**config.mk**
```make
export PLATFORM = sky130hd
export DESIGN_NAME = seven_seg_dcd
export DESIGN_NICKNAME = d
export VERILOG_FILES = /design/src/rtl/seven_seg_pkg.sv /design/src/rtl/seven_seg_dcd_bin_to_bcd.sv /design/src/rtl/seven_seg_dcd.sv
export SDC_FILE = /design/constraint.sdc
export NUM_CORES = 1
export LEC_CHECK = 0
export CAP_MARGIN = 25
export CELL_PAD_IN_SITES_DETAIL_PLACEMENT = 1
export CELL_PAD_IN_SITES_GLOBAL_PLACEMENT = 2
export CORE_MARGIN = 3
export CORE_UTILIZATION = 33
export CTS_CLUSTER_DIAMETER = 50
export DETAILED_ROUTE_END_ITERATION = 10
export GPL_TIMING_DRIVEN = 0
export HOLD_SLACK_MARGIN = 0.12
export PLACE_DENSITY = 0.89
export SLEW_MARGIN = 40
export SYNTH_ARGS = -nofsm -noshare
export SYNTH_HDL_FRONTEND = slang
export SYNTH_SLANG_ARGS = --single-unit
```
**constraint.sdc**
```tcl
create_clock -name clk -period 17.2 [get_ports clk]
set_clock_uncertainty 0.2 [all_clocks]
set_input_delay 2.58 -clock clk [delete_from_list [all_inputs] [get_ports clk]]
set_output_delay 2.58 -clock clk [all_outputs]
set_load 0.005 [all_outputs]
```
**src/rtl/seven_seg_pkg.sv**
```systemverilog
// Shared constants for the four-digit seven-segment serial display driver.
package seven_seg_pkg;

    localparam int FRAME_W    = 16;
    localparam int NUM_DIGITS = 4;
    localparam int LATCH_CNT  = 16;

    localparam logic [7:0] SEG_BLANK = 8'hFF;

    // Active-low segments {dp,g,f,e,d,c,b,a}; non-decimal codes show blank.
    localparam logic [7:0] SEG_LUT [16] = '{
        8'hC0, 8'hF9, 8'hA4, 8'hB0, 8'h99, 8'h92, 8'h82, 8'hF8,
        8'h80, 8'h90, SEG_BLANK, SEG_BLANK, SEG_BLANK, SEG_BLANK,
        SEG_BLANK, SEG_BLANK
    };

endpackage

```
**src/rtl/seven_seg_dcd_bin_to_bcd.sv**
```systemverilog
// Combinational double-dabble conversion of a 16-bit value to its low four BCD digits.
module bin_to_bcd (
    input  logic [15:0] bin_i,
    output logic [3:0]  ones_o,
    output logic [3:0]  tens_o,
    output logic [3:0]  hundreds_o,
    output logic [3:0]  thousands_o
);

    logic [31:0] sh;

    // Only four BCD columns are kept; carries out of the thousands column fall
    // off the top, which leaves the lower digits equal to bin mod 10000.
    always_comb begin
        sh = {16'd0, bin_i};
        for (int i = 0; i < 16; i++) begin
            for (int d = 0; d < 4; d++) begin
                if (sh[16 + 4*d +: 4] >= 4'd5) begin
                    sh[16 + 4*d +: 4] = sh[16 + 4*d +: 4] + 4'd3;
                end
            end
            sh = sh << 1;
        end
    end

    assign ones_o      = sh[19:16];
    assign tens_o      = sh[23:20];
    assign hundreds_o  = sh[27:24];
    assign thousands_o = sh[31:28];

endmodule

```
**src/rtl/seven_seg_dcd.sv**
```systemverilog
// Four-digit seven-segment driver: BCD conversion, digit encode and serial frame shifter.
module seven_seg_dcd
    import seven_seg_pkg::*;
(
    input  logic        clk,
    input  logic        rst_n,
    input  logic [15:0] bin,
    output logic        seg_data,
    output logic        seg_latch,
    output logic [15:0] bcd
);

    logic [4:0]                      cnt_q, cnt_d;
    logic [FRAME_W-1:0]              shreg_q, shreg_d;
    logic [$clog2(NUM_DIGITS)-1:0]   idx_q, idx_d;

    logic [3:0]         ones, tens, hundreds, thousands;
    logic [3:0]         digit_sel;
    logic [7:0]         seg_code;
    logic [7:0]         ctrl_code;
    logic [FRAME_W-1:0] frame;

    bin_to_bcd u_bin_to_bcd (
        .bin_i       (bin),
        .ones_o      (ones),
        .tens_o      (tens),
        .hundreds_o  (hundreds),
        .thousands_o (thousands)
    );

    assign bcd = {thousands, hundreds, tens, ones};

    always_comb begin
        digit_sel = ones;
        case (idx_q)
            2'd0:    digit_sel = ones;
            2'd1:    digit_sel = tens;
            2'd2:    digit_sel = hundreds;
            default: digit_sel = thousands;
        endcase
        seg_code  = SEG_LUT[digit_sel];
        ctrl_code = ~(8'd1 << idx_q);
        frame     = {seg_code, ctrl_code};
    end

    // Shift ones in behind the data so an idle line reads high.
    always_comb begin
        cnt_d   = cnt_q + 5'd1;
        shreg_d = {shreg_q[FRAME_W-2:0], 1'b1};
        idx_d   = idx_q;
        if (cnt_q == 5'(LATCH_CNT)) begin
            cnt_d   = 5'd0;
            shreg_d = frame;
            idx_d   = idx_q + 2'd1;
        end
    end

    always_ff @(posedge clk or negedge rst_n) begin
        if (!rst_n) begin
            cnt_q   <= 5'd0;
            shreg_q <= {FRAME_W{1'b1}};
            idx_q   <= '0;
        end else begin
            cnt_q   <= cnt_d;
            shreg_q <= shreg_d;
            idx_q   <= idx_d;
        end
    end

    assign seg_data  = shreg_q[FRAME_W-1];
    assign seg_latch = (cnt_q == 5'(LATCH_CNT));

endmodule

```
==> metrics.yaml <==
outcome:
  status: "finished clean"
finish:
  final_cell_mix: "buf_4 (116), nor2_1 (70), nand2_1 (63), inv_1 (53), a21oi_1 (46)"
  area_growth_pct: 35.9
  layout_commonest_cell: "buf_4"
  nFillCells: 2521
  fin_nets: 1179
  fin_cells: 1384
  drive_above_1_share_pct: 32.6
  num_antenna_cells: 0
setup_path:
  worstSetupEndpointType: "output port"
  cp-start-kind: "primary input"
  cp_slowest_stage_delay_ns: 0.49
  arrival_ns: 14.41
  crit_slowest_cell: "or4_1"
  crit_top_cell: "ha_4"
  ff2ff_path_depth: 10
  crit_fanout: 8
  required_ns: 14.42
  critPathKind: "primary input to output port"
min_path:
  hold_path.class: "flop to flop"
  whs_path_depth: 1
place:
  port_buffers: 31
  place_hpwl_um: 17700
  placed_cells: 1267
  place.gp.congestion: 0.898
  dp_slack_ns: -3.29
detailed_routing:
  drcViolationCount: 0
  wl_per_cell_um: 20.3
  wl_um: 28100
  ant_nets: 0
  vias: 8765
  drt-initial-drc-count: 475
  drtPass1Iterations: 5
  viasPerCell: 6.33
global_route:
  grt_pass1_vias: 8478
  grt.overflow.total: 0
  grt_pass1_wl_um: 41700
  grt_max_degree: 24
  track_usage_pct: 20.1
  antenna_found_initial: 0
floorplan:
  die_height_um: 152
  dieArea_um2: 23200
  die_w_um: 152
  boundaryPins: 36
  std_cell_rows: 52
  initial_core_util_pct: 34.3
  coreArea_um2: 20600
clocking:
  insertion_delay_ns: 0.25
  cts.sinks: 23
  cts_tree: "built"
  cts_hold_buf: 0
  clk_pin_slew_ns: 0.06
  clk_path_buf_depth: 2
  cts_root_buf: "clkbuf_16"
  cts_buffers: 3
  htree_levels: 1
logic_synthesis:
  synth_nets: 1030
  synth_top_area_share_pct: 8.14
  synth-async-reset-ratio_pct: 100
  yosys_register_bits: 23
  ys_seq_area_share_pct: 8.42
  netlist_top_cells_area: "ha_1 (8.1%), dfstp_2 (5.9%), a21oi_1 (4.2%)"
  synthCells: 966
  yosys.cell_types.count: 111
  yosysTopAreaCell: "ha_1"
  syn_area_um2: 7070
  synth_edf_count: 0
  yosys_warnings: 0
  avgSynthCellArea_um2: 7.32
  synth_ff_type: "dfstp_2"
sta:
  final_hold_viol_count: 0
  relSlewSlack_pct: 32.8
  fmax_mhz: 58.2
  fin_ws_ns: 0.0120
  worstMarginPinSlew_ns: 1.00
  period_minus_slack_ns: 17.19
  setup_viol: 0
  drv_slew: 0
  min_period_over_period_pct: 99.9
job:
  drv_cap: 0
==> repair_timing <==
item / 4_1_cts / 5_1_grt
cloned: 0 / 0
endpoints found under the setup margin: 18 / 13
pin swaps: 42 / 59
buffers inserted: 56 / 59
resized for setup: 112 / 127
==> cells by family (layout without fill, tap and decap cells) <==
family	after synthesis	count (layout)	synth area share, %
mux	31	31	4.80
compound gates	398	398	44.1
flops	23	23	8.42
fa+ha+maj	46	46	8.14
simple gates	324	324	24.0
xor+xnor	25	25	3.59
buf+inv	119	267	6.88
==> per-layer routing <==
layer	share of wire (%)	track usage [%]	vias to the layer above
li1	-	-	4098
met1	44	27.6	4368
met2	50	34.9	236
met3	3.6	1.48	63
met4	2.1	3.77	0
met5	0	0	-
==> worst max-delay path: cells and delay by family <==
| kind | cells | cell delay, ns |
|---|---|---|
| adder cells (fa/ha/maj) | 11 | 2.04 |
| AO/OA/AOI/OAI | 29 | 5.61 |
| multiplexers | 1 | 0.26 |
| AND/OR/NAND/NOR | 10 | 1.97 |
| XOR/XNOR | 1 | 0.14 |
| buffers and inverters | 14 | 1.75 |
==> state kept, by name, summed over array words and instances, names as in the netlist <==
register  flops
cnt_q         5
idx_q         2
shreg_q      16
==> final timing paths <==
| check | start | endpoint | slack [ns] |
|---|---|---|---|
| setup / recovery | bin[15] | bcd[6] | 0.01 |
| min in group asynchronous | rst_n | idx_q[1] | 2.09 |
| setup reg to reg | idx_q[0] | shreg_q[11] | 14.15 |
| hold / removal | shreg_q[5] | shreg_q[6] | 0.29 |
| max in group asynchronous | rst_n | shreg_q[11] | 14.36 |
| hold reg to reg | shreg_q[5] | shreg_q[6] | 0.29 |
==> cell type report <==
type                       instances  area [um^2]  share of cell area, %
sequential                        23          596                   6.20
buffer                            45          225                   2.34
tap                              270          338                   3.52
inverter                          72          305                   3.18
clock buffer                       4         78.8                  0.820
timing repair buffer             146         1130                   11.8
multi-input combinational        824         6930                   72.1
==> synth_stat cells, types with 17 or more instances <==
| cell | number |
|---|---|
| nand3_1 | 25 |
| a211oi_1 | 27 |
| ha_1 | 46 |
| o31ai_1 | 17 |
| nor3_1 | 38 |
| mux2i_1 | 17 |
| o21ai_0 | 49 |
| a21o_1 | 18 |
| o211ai_1 | 23 |
| nand2_1 | 68 |
| nor2_1 | 73 |
| clkbuf_1 | 30 |
| inv_1 | 61 |
| a21oi_1 | 59 |
==> metrics by stage <==
stage / cell area, um^2 / hold slack [ns] / util (%) / TNS [ns]
finish: 9610 / 0.285 / 46.6 / 0
global route: 9610 / 0.299 / 46.6 / -4.02
CTS: 8660 / 0.289 / 42.0 / -0.0103
detailed placement: 7730 / 0.263 / 37.5 / -44.36
global placement: 7730 / 0.245 / 37.5 / -39.07
floorplan: 7080 / 0.234 / - / 0
Power is left out: the tool's default activity adds up to more than one toggle a clock period on the data nets, which glitch-free logic cannot reach.
